**src/rtl/serial_tx.sv**
```systemverilog
// Parallel-to-serial transmitter: one-entry buffered words shifted out MSB-first, then idle gap.
// Optional even-parity bit after the LSB when SERIAL_TX_PARITY_EN is defined.
module serial_tx #(
    parameter int unsigned DATA_WIDTH = 4,
    parameter int unsigned GAP_CYCLES = 2
) (
    input  logic                  fastClk,
    input  logic                  reset,
    input  logic [DATA_WIDTH-1:0] wordIn,
    input  logic                  wordValid,
    output logic                  wordReady,
    output logic                  dataOut,
    output logic                  frameStart,
    output logic                  busy
);

    localparam int unsigned BitW = $clog2(DATA_WIDTH);
    localparam int unsigned GapW = (GAP_CYCLES > 2) ? $clog2(GAP_CYCLES) : 1;
    localparam logic [BitW-1:0] BitLast = BitW'(DATA_WIDTH - 1);
    localparam logic [GapW-1:0] GapLast = GapW'((GAP_CYCLES > 0) ? GAP_CYCLES - 1 : 0);

    typedef enum logic [1:0] {
        StIdle,
        StShift,
`ifdef SERIAL_TX_PARITY_EN
        StPar,
`endif
        StGap
    } state_e;

    state_e                stateQ, stateD;
    logic [DATA_WIDTH-1:0] bufWordQ, bufWordD;
    logic                  bufFullQ, bufFullD;
    logic [DATA_WIDTH-1:0] shifterQ, shifterD;
    logic [BitW-1:0]       bitCntQ, bitCntD;
    logic [GapW-1:0]       gapCntQ, gapCntD;
    logic                  dataOutQ, dataOutD;
    logic                  frameStartQ, frameStartD;
    logic                  busyQ, busyD;
`ifdef SERIAL_TX_PARITY_EN
    logic                  parityQ, parityD;
`endif
    logic                  load;
    logic                  afterData;
    logic                  endFrame;

    always_comb begin
        stateD      = stateQ;
        bufWordD    = bufWordQ;
        bufFullD    = bufFullQ;
        shifterD    = shifterQ;
        bitCntD     = bitCntQ;
        gapCntD     = gapCntQ;
        dataOutD    = 1'b0;
        frameStartD = 1'b0;
`ifdef SERIAL_TX_PARITY_EN
        parityD     = parityQ;
`endif
        load        = 1'b0;
        afterData   = 1'b0;
        endFrame    = 1'b0;

        unique case (stateQ)
            StIdle: load = bufFullQ;
            StShift: begin
                if (bitCntQ != '0) begin
                    dataOutD = shifterQ[DATA_WIDTH-1];
                    shifterD = {shifterQ[DATA_WIDTH-2:0], 1'b0};
                    bitCntD  = bitCntQ - BitW'(1);
                end else begin
`ifdef SERIAL_TX_PARITY_EN
                    stateD   = StPar;
                    dataOutD = parityQ;
`else
                    afterData = 1'b1;
`endif
                end
            end
`ifdef SERIAL_TX_PARITY_EN
            StPar: afterData = 1'b1;
`endif
            StGap: begin
                if (gapCntQ != '0) begin
                    gapCntD = gapCntQ - GapW'(1);
                end else begin
                    endFrame = 1'b1;
                end
            end
            default: stateD = StIdle;
        endcase

        if (afterData) begin
            if (GAP_CYCLES > 0) begin
                stateD  = StGap;
                gapCntD = GapLast;
            end else begin
                endFrame = 1'b1;
            end
        end

        // Back-to-back frames reload straight into SHIFT with no idle cycle.
        if (endFrame) begin
            if (bufFullQ) begin
                load = 1'b1;
            end else begin
                stateD = StIdle;
            end
        end

        // The MSB goes straight to the line register; the shifter holds the remaining bits.
        if (load) begin
            stateD      = StShift;
            bufFullD    = 1'b0;
            dataOutD    = bufWordQ[DATA_WIDTH-1];
            shifterD    = {bufWordQ[DATA_WIDTH-2:0], 1'b0};
            bitCntD     = BitLast;
            frameStartD = 1'b1;
`ifdef SERIAL_TX_PARITY_EN
            parityD     = ^bufWordQ;
`endif
        end

        if (wordValid && !bufFullQ) begin
            bufFullD = 1'b1;
            bufWordD = wordIn;
        end

        busyD = (stateD != StIdle);
    end

    always_ff @(posedge fastClk) begin
        if (!reset) begin
            stateQ      <= StIdle;
            bufWordQ    <= '0;
            bufFullQ    <= 1'b0;
            shifterQ    <= '0;
            bitCntQ     <= '0;
            gapCntQ     <= '0;
            dataOutQ    <= 1'b0;
            frameStartQ <= 1'b0;
            busyQ       <= 1'b0;
`ifdef SERIAL_TX_PARITY_EN
            parityQ     <= 1'b0;
`endif
        end else begin
            stateQ      <= stateD;
            bufWordQ    <= bufWordD;
            bufFullQ    <= bufFullD;
            shifterQ    <= shifterD;
            bitCntQ     <= bitCntD;
            gapCntQ     <= gapCntD;
            dataOutQ    <= dataOutD;
            frameStartQ <= frameStartD;
            busyQ       <= busyD;
`ifdef SERIAL_TX_PARITY_EN
            parityQ     <= parityD;
`endif
        end
    end

    assign wordReady  = !bufFullQ;
    assign dataOut    = dataOutQ;
    assign frameStart = frameStartQ;
    assign busy       = busyQ;

endmodule
```
**config.mk**
```make
export PLATFORM = sky130hd
export DESIGN_NAME = serial_tx
export DESIGN_NICKNAME = d
export VERILOG_FILES = /design/src/rtl/serial_tx.sv
export SDC_FILE = /design/constraint.sdc
export NUM_CORES = 1
export LEC_CHECK = 0
export CAP_MARGIN = 20
export CORE_AREA = 2 2 39 41
export DETAILED_ROUTE_END_ITERATION = 6
export DIE_AREA = 0 0 41 43
export DONT_BUFFER_PORTS = 1
export PLACE_DENSITY_LB_ADDON = 0.05
export SKIP_CTS_REPAIR_TIMING = 1
export SLEW_MARGIN = 20
export SYNTH_ARGS = -nofsm -noshare
export SYNTH_HDL_FRONTEND = slang
export SYNTH_SLANG_ARGS = --single-unit
```
**constraint.sdc**
```tcl
create_clock -name fastClk -period 3.7 [get_ports fastClk]
set_input_delay 0.37 -clock fastClk [delete_from_list [all_inputs] [get_ports fastClk]]
set_output_delay 0.37 -clock fastClk [all_outputs]
set_load 0.01 [all_outputs]
```
==> flow_metrics.py, run 1 <==
metrics = {
    "place": {
        "placed_area_um2": 667,
        "preCtsSetupSlack_ps": 2250,
        "portBuffers": 0,
        "hpwl_um": 742,
        "place_congestion": 0.714,
    },
    "floorplan": {
        "start_util_pct": 47.3,
        "rows": 14,
        "die_width_um": 41,
        "core_area_um2": 1380,
        "die_y_um": 43,
        "io_pins": 11,
        "die_area_um2": 1760,
    },
    "synth": {
        "synth_edf_count": 0,
        "ys_types": 26,
        "synth_top_cell_area_share_pct": 48.9,
        "ys_ff_latch": 16,
        "avgSynthCellArea_um2": 10.2,
        "syn_nets": 72,
        "synthTopCellsByArea": "dfxtp_1 49%, mux2i_1 9.2%, nor2b_1 5.7%",
        "postSynth.asyncResetShare_pct": 0,
        "synth_ff_type": "dfxtp_1",
        "synth_common_cells": "16 x dfxtp_1, 6 x mux2i_1, 6 x nor2b_1, 4 x inv_1, 4 x nand2_1",
        "synth_most_common_cell": "dfxtp_1",
        "syn_area_um2": 654,
        "yosysWarnings": 0,
        "syn_inst": 64,
        "synth_seq_area_share_pct": 48.9,
        "yosys.area.top_type": "dfxtp_1",
    },
    "sta": {
        "worst_clock_skew_ps": 4.60,
        "worstMarginPinSlew_ps": 442,
        "finalCriticalPeriod_ps": 1450,
        "fmax_mhz": 691,
        "setup_viol_count_final": 0,
        "maxSlewHeadroom_pct": 70.5,
        "finalMaxSlewViolations": 0,
        "hold_viol": 0,
        "tns_ps": 0,
        "rsz0062_at_grt": "false",
        "fin_crit_sh_pct": 39.1,
        "fin_ws_ps": 2250,
    },
    "detailed_routing": {
        "wirelength_met1_um": 482,
        "drt-wirelength-per-cell_um": 12.5,
        "via_per_inst": 5.21,
        "wl_met2_um": 474,
        "ant_nets": 0,
        "routed_wirelength_um": 1020,
        "drc": 0,
        "wl_met3_um": 40,
        "drt_iter0_markers": 4,
        "vias": 427,
        "first_pass_iters": 2,
        "highest_layer": "met4",
    },
    "clocking": {
        "clk_pin_slew_ps": 90,
        "cts_num_sinks": 16,
        "cts_root_buf": "clkbuf_4",
        "clock_path_buffers": 2,
        "cts_tree": "built",
        "clk_latency_ps": 280,
        "htreeDepth": 1,
        "numCtsBuffers": 3,
    },
    "critical_path": {
        "rrSetupSlack_ps": 2250,
        "timing.rr.start": "bitCntQ[0]",
        "cp.required_ps": 3870,
        "critPathCaptureType": "register",
        "crit_fanout": 9,
        "rr_worst_depth": 5,
        "reg2reg_to": "shifterQ[2]",
        "cp.arrival_ps": 1620,
        "critPathKind": "reg -> reg",
        "start_kind": "register",
    },
    "final_layout": {
        "area_delta_synth_final_pct": 7.46,
        "layout.nets": 75,
        "fin_area_um2": 703,
        "diodes": 0,
        "final_util_pct": 50.8,
        "drive_gt1_share_pct": 10.6,
    },
    "min_path": {
        "hold_end": "stateQ[0]",
        "hp-class": "in -> reg",
        "worstHoldStart": "reset",
        "min_path_cells": 1,
    },
    "status": {
        "status": "finished clean",
    },
    "pwr": {
        "p_total_mw": 0.348,
        "p_leak_nw": 0.262,
        "p_per_area_nw_per_um2": 494,
        "peakVddDrop_mv": 0.264,
    },
    "global_route": {
        "grt_pass1_vias": 396,
        "track_usage_pct": 15.1,
        "grt-ovfl-total": 0,
        "grt_pass1_wl_um": 1680,
        "grt_max_degree": 18,
        "antenna_found_initial": 0,
    },
    "job": {
        "maxCapViolCount": 0,
    },
}
report_power, final:
| group | total, mW | switching (mW) | internal, mW |
|---|---|---|---|
| Sequential | 0.195 | 0.00972 | 0.186 |
| Combinational | 0.0387 | 0.0188 | 0.0198 |
| Clock | 0.114 | 0.0537 | 0.0599 |
area by class of cell:
cell class | instances | area (µm²)
Fill cell | 134 | 681
Sequential cell | 16 | 320
Multi-Input combinational cell | 42 | 312
Clock buffer | 4 | 36.3
Tap cell | 16 | 20.0
Inverter | 4 | 15.0
worst max-delay path by stage:
stage,startpoint,end
after global routing,bitCntQ[0],shifterQ[2]
after floorplan,bitCntQ[0],shifterQ[2]
after detailed placement,bitCntQ[0],shifterQ[2]
final,bitCntQ[0],shifterQ[2]
after CTS,bitCntQ[0],shifterQ[2]
after global placement,bitCntQ[0],shifterQ[3]
cell families after synthesis:
logic type               Yosys count  share of synthesized area [%]
multiplexers                       6                           9.18
adder cells (fa/ha/maj)            1                           1.91
AO/OA/AOI/OAI                     15                           16.8
buffers and inverters              6                           3.44
AND/OR/NAND/NOR                   19                           18.4
XOR/XNOR                           1                           1.34
flip-flops                        16                           48.9
critical path: stages (launching register included):
cell     delay, ps
dfxtp_1        350
inv_1           50
ha_1           230
nor3b_4        400
mux2i_1        230
a21oi_1         70
routing by layer:
| layer | vias up | global-route usage (%) |
|---|---|---|
| met1 | 193 | 19.7 |
| met2 | 7 | 18.8 |
| met5 | - | 0 |
| met4 | 0 | 16.0 |
| li1 | 225 | - |
| met3 | 2 | 3.14 |
registers in the layout (all words and copies together) (netlist names):
signal      flops
frameStart      1
dataOut         1
gapCntQ         1
bitCntQ         2
bufFullQ        1
bufWordQ        4
stateQ          2
shifterQ        3
busy            1
cells in the final DEF, fill, tap and decap left out:
| cell type | count |
|---|---|
| dfxtp_1 | 16 |
| mux2i_1 | 6 |
| nor2b_1 | 6 |
| inv_1 | 4 |
| nand2_1 | 4 |
| o21ai_0 | 3 |
| clkbuf_4 | 3 |
| and2_1 | 2 |
| o31ai_1 | 2 |
| a21oi_1 | 2 |
| nor2_1 | 2 |
| and2b_2 | 1 |
| nor3b_4 | 1 |
| nand2b_1 | 1 |
| o311a_1 | 1 |
| nand3b_1 | 1 |
| a21boi_0 | 1 |
| a32oi_1 | 1 |
| and3_1 | 1 |
| o31a_1 | 1 |
| a211oi_1 | 1 |
| a31o_1 | 1 |
| xnor2_1 | 1 |
| a21boi_2 | 1 |
| o21a_1 | 1 |
| ha_1 | 1 |
| clkbuf_8 | 1 |
through the flow:
stage / hold WS [ps] / instances
after floorplan: 449 / 64
after CTS: 188 / 82
after global placement: 481 / 78
after global routing: 183 / 82
after detailed placement: 477 / 78
final: 200 / 82
Power figures use the tool's default switching activity.
==> inputs of run 2 (changes only) <==
- clock period: 3.7 -> 1.5 ns (I/O delays scaled with it)
==> flow_metrics.py, run 2 (same netlist as run 1, synthesis figures left out) <==
metrics = {
    "clocking": {
        "clk_pin_slew_ps": 90,
        "cts_tree": "built",
        "numCtsBuffers": 3,
        "clock_path_buffers": 2,
        "clk_latency_ps": 280,
        "htreeDepth": 1,
        "cts_num_sinks": 16,
        "cts_root_buf": "clkbuf_4",
    },
    "job": {
        "maxCapViolCount": 0,
    },
    "sta": {
        "hold_viol": 3,
        "tns_ps": 0,
        "finalMaxSlewViolations": 0,
        "finalCriticalPeriod_ps": 1370,
        "rsz0062_at_grt": "false",
        "fin_crit_sh_pct": 91.3,
        "worstMarginPinSlew_ps": 453,
        "setup_viol_count_final": 0,
        "fmax_mhz": 730,
        "worst_clock_skew_ps": 5.12,
        "maxSlewHeadroom_pct": 69.8,
        "whs_ps": -13.5,
    },
    "global_route": {
        "grt_pass1_vias": 389,
        "grtUsageMet3_pct": 3.66,
        "grt_use_met1_pct": 19.8,
        "antenna_found_initial": 0,
        "grt_busiest_layer": "met1",
        "grt-ovfl-total": 0,
        "grt_pass1_wl_um": 1680,
        "grt_max_degree": 18,
        "grtUsageMet2_pct": 19.4,
        "track_usage_pct": 15.5,
    },
    "detailed_routing": {
        "via_per_inst": 5.31,
        "vias": 446,
        "drc": 0,
        "drt_iter0_markers": 5,
        "ant_nets": 0,
        "drt-wirelength-per-cell_um": 13.2,
        "routed_wirelength_um": 1110,
        "first_pass_iters": 3,
    },
    "critical_path": {
        "cp.arrival_ps": 1540,
        "cp.required_ps": 1670,
        "critPathCaptureType": "register",
        "start_kind": "register",
        "crit_fanout": 8,
        "critPathKind": "reg -> reg",
    },
    "final_layout": {
        "layout_commonest_cell": "dfxtp_1",
        "top_register": "bufWordQ",
        "seqCellArea_um2": 320,
        "layout.nets": 78,
        "largest_reg_flops": 4,
        "fin_area_um2": 714,
        "multi_input_area_um2": 312,
        "fillCellCount": 130,
        "final_cell_mix": "16 x dfxtp_1, 6 x mux2i_1, 6 x nor2b_1",
        "diodes": 0,
        "area_delta_synth_final_pct": 9.18,
        "drive_gt1_share_pct": 11.8,
        "reg_top3": "bufWordQ: 4 flops, shifterQ: 3 flops",
    },
    "floorplan": {
        "die_width_um": 41,
        "die_y_um": 43,
        "core_area_um2": 1380,
        "rows": 14,
        "io_pins": 11,
        "die_area_um2": 1760,
        "start_util_pct": 47.3,
    },
    "pwr": {
        "peakVddDrop_mv": 0.506,
        "p_per_area_nw_per_um2": 1130,
        "p_leak_nw": 0.270,
    },
    "place": {
        "hpwl_um": 755,
        "placed_area_um2": 674,
        "portBuffers": 0,
        "place_congestion": 0.725,
    },
    "status": {
        "status": "finished, violations left",
        "violations": "hold timing",
    },
    "min_path": {
        "hp-class": "in -> reg",
    },
}
-- run 2: cell types whose count changed in the layout (fill, tap and decap cells not counted), sizes merged --
| cell | change |
|---|---|
| buf | +2 |
| clkbuf | -1 |
| dlygate4sd3 | +1 |
-- run 2: layout make-up --
type / instances / share of cell area [%]
flip-flops and latches: 16 / 44.8
multi-input cells: 42 / 43.6
repair buffers: 3 / 3.50
clock buffers: 3 / 3.15
well taps: 16 / 2.80
inverters: 4 / 2.10
-- run 2: final timing paths --
check | startpoint | endpoint | slack [ps] | cells past startpoint
hold / removal | reset | bufFullQ | -10 | 2
setup reg to reg | bitCntQ[0] | shifterQ[2] | 130 | 6
hold reg to reg | bufWordQ[0] | shifterQ[1] | 490 | 1
setup / recovery | bitCntQ[0] | shifterQ[2] | 130 | 6
-- run 2: worst max-delay path, cell delays in order (launching register included) --
cell and delay [ps]:
dfxtp_1 350, inv_1 50, ha_1 230, nor3b_4 180
buf_4 180, mux2i_1 190, a21oi_1 80
-- run 2: where the power goes --
group | internal [mW] | switching, mW
registers | 0.458 | 0.0239
logic | 0.0538 | 0.0518
clock network | 0.0933 | 0.127
-- run 2: per-layer routing --
metal  share of wire (%)  vias to the layer above
li1                    -                      233
met1                  47                      200
met2                  44                        9
met3                 4.0                        4
met4                 4.8                        0
met5                   0                        -
-- run 2: per-stage QoR --
step	utilization (%)	instances	power [mW]	setup WS (ps)	hold WS [ps]
after CTS	50.4	82	0.809	48.1	-29.5
after detailed placement	48.7	79	0.591	58.7	274
after global placement	48.7	79	0.589	95.5	270
after global routing	51.6	84	0.851	19.2	5.91
final	51.6	84	0.808	130	-13.5
after floorplan	-	64	0.575	158	278
==> inputs of run 3 (changes only) <==
- GPL_TIMING_DRIVEN: default -> 0
==> flow_metrics.py, run 3 (same netlist as run 1, synthesis figures left out) <==
metrics = {
    "status": {
        "status": "finished clean",
    },
    "pwr": {
        "pwr-share-clk_pct": 32.7,
        "p_seq_share_pct": 55.0,
        "peakVddDrop_mv": 0.641,
        "pwr-share-comb_pct": 12.3,
        "cell_internal_pwr_mw": 0.661,
        "p_sw_mw": 0.214,
        "netSwitchingFraction_pct": 24.4,
        "p_per_area_nw_per_um2": 1190,
        "p_leak_nw": 0.279,
    },
    "final_layout": {
        "seqCellArea_um2": 320,
        "fillCellCount": 136,
        "diodes": 0,
        "layout_commonest_cell": "dfxtp_1",
        "largest_reg_flops": 4,
        "layout.nets": 80,
        "drive_gt1_share_pct": 12.7,
        "multi_input_area_um2": 312,
        "fin_cells": 87,
        "reg_top3": "bufWordQ: 4 flops, shifterQ: 3 flops",
        "final_cell_mix": "16 x dfxtp_1, 6 x mux2i_1, 6 x nor2b_1",
        "area_delta_synth_final_pct": 12.4,
        "top_register": "bufWordQ",
    },
    "sta": {
        "tns_ps": 0,
        "rsz0062_at_grt": "false",
        "hold_viol": 0,
        "whs_ps": 1.79,
        "fin_crit_sh_pct": 91.3,
        "worst_clock_skew_ps": 9.61,
        "setup_viol_count_final": 0,
        "finalCriticalPeriod_ps": 1370,
        "worstMarginPinSlew_ps": 397,
        "fmax_mhz": 731,
        "finalMaxSlewViolations": 0,
        "maxSlewHeadroom_pct": 73.5,
    },
    "critical_path": {
        "critPathCaptureType": "register",
        "rr_worst_depth": 6,
        "cp_slowest_stage_delay_ps": 350,
        "startpoint": "bitCntQ[0]",
        "cp_slowest_cell": "dfxtp_1",
        "reg2reg_to": "shifterQ[2]",
        "crit_fanout": 8,
        "timing.rr.start": "bitCntQ[0]",
        "rrSetupSlack_ps": 130,
        "cp.required_ps": 1670,
        "cp.arrival_ps": 1540,
        "start_kind": "register",
        "critPathKind": "reg -> reg",
        "cp_cell_sequence": "inv_1 -> ha_1 -> nor3b_4 -> buf_4 -> mux2i_1 -> a21oi_1",
    },
    "clocking": {
        "cts_tree": "built",
        "cts_num_sinks": 16,
        "clk_latency_ps": 290,
        "clock_path_buffers": 2,
        "cts_root_buf": "clkbuf_4",
        "clk_pin_slew_ps": 90,
        "numCtsBuffers": 3,
        "htreeDepth": 1,
    },
    "min_path": {
        "hold_end": "bufWordQ[0]",
        "hp-class": "in -> reg",
        "min_path_cells": 1,
        "worstHoldStart": "reset",
    },
    "place": {
        "portBuffers": 0,
        "dp_cells": 80,
        "place_congestion": 0.648,
    },
    "detailed_routing": {
        "routed_wirelength_um": 1080,
        "drc": 0,
        "ant_nets": 0,
        "vias": 456,
        "via_per_inst": 5.24,
        "drt-wirelength-per-cell_um": 12.4,
        "first_pass_iters": 2,
        "drt_iter0_markers": 2,
    },
    "floorplan": {
        "core_area_um2": 1380,
        "die_y_um": 43,
        "rows": 14,
        "start_util_pct": 47.3,
        "io_pins": 11,
        "die_area_um2": 1760,
        "die_width_um": 41,
    },
    "global_route": {
        "grt-ovfl-total": 0,
        "grt_pass1_wl_um": 1740,
        "grt_max_degree": 11,
        "grt_pass1_vias": 411,
        "antenna_found_initial": 0,
        "track_usage_pct": 15.2,
    },
    "job": {
        "maxCapViolCount": 0,
    },
}
[run 3: how the worst max path moves through the flow]
stage,end,slack (ps),depth (start not counted)
6_report,shifterQ[2],130,6
5_1_grt,shifterQ[3],20,6
4_1_cts,shifterQ[3],10,5
3_5_place_dp,shifterQ[3],20,5
3_3_place_gp,shifterQ[3],30,5
2_1_floorplan,shifterQ[2],160,5
[run 3: layout make-up]
cell class                      instances  share of cell area, %
Timing Repair Buffer                    3                   3.40
Buffer                                  2                   1.02
Tap cell                               16                   2.72
Inverter                                4                   2.04
Multi-Input combinational cell         42                   42.3
Clock buffer                            4                   4.93
Sequential cell                        16                   43.5
[run 3: worst max-delay path: cells and delay by family, from the launching register on]
| kind | cells | cell delay [ps] |
|---|---|---|
| muxes | 1 | 190 |
| DFF | 1 | 350 |
| AOI/OAI and AO/OA | 1 | 80 |
| adders and majority gates | 1 | 230 |
| and+or+nand+nor | 1 | 180 |
| buffers and inverters | 2 | 240 |
[run 3: per-layer routing]
layer | routed length [µm] | track usage, % | vias to the layer above | part of all wire [%]
met5 | 0 | 0 | - | 0
met2 | 480 | 19.7 | 8 | 44
met4 | 10 | 12.0 | 0 | 0.92
li1 | - | - | 241 | -
met3 | 40 | 3.66 | 2 | 3.7
met1 | 551 | 20.6 | 205 | 51
[run 3: metrics by stage]
step	area (µm²)	total power, mW	setup slack (ps)	utilization (%)
4_1_cts	711	0.877	12.0	51.4
6_report	736	0.875	131	53.2
2_1_floorplan	654	0.575	158	-
5_1_grt	736	0.916	20.2	53.2
3_5_place_dp	674	0.595	24.7	48.7
3_3_place_gp	674	0.592	30.3	48.7
[run 3: power groups by stage]
stage | Clock [mW] | Combinational (mW) | Sequential [mW]
after floorplan | 0 | 0.0886 | 0.486
final | 0.286 | 0.108 | 0.481
after global routing | 0.307 | 0.122 | 0.486
after CTS | 0.292 | 0.104 | 0.481
after detailed placement | 0 | 0.103 | 0.491
after global placement | 0 | 0.101 | 0.490
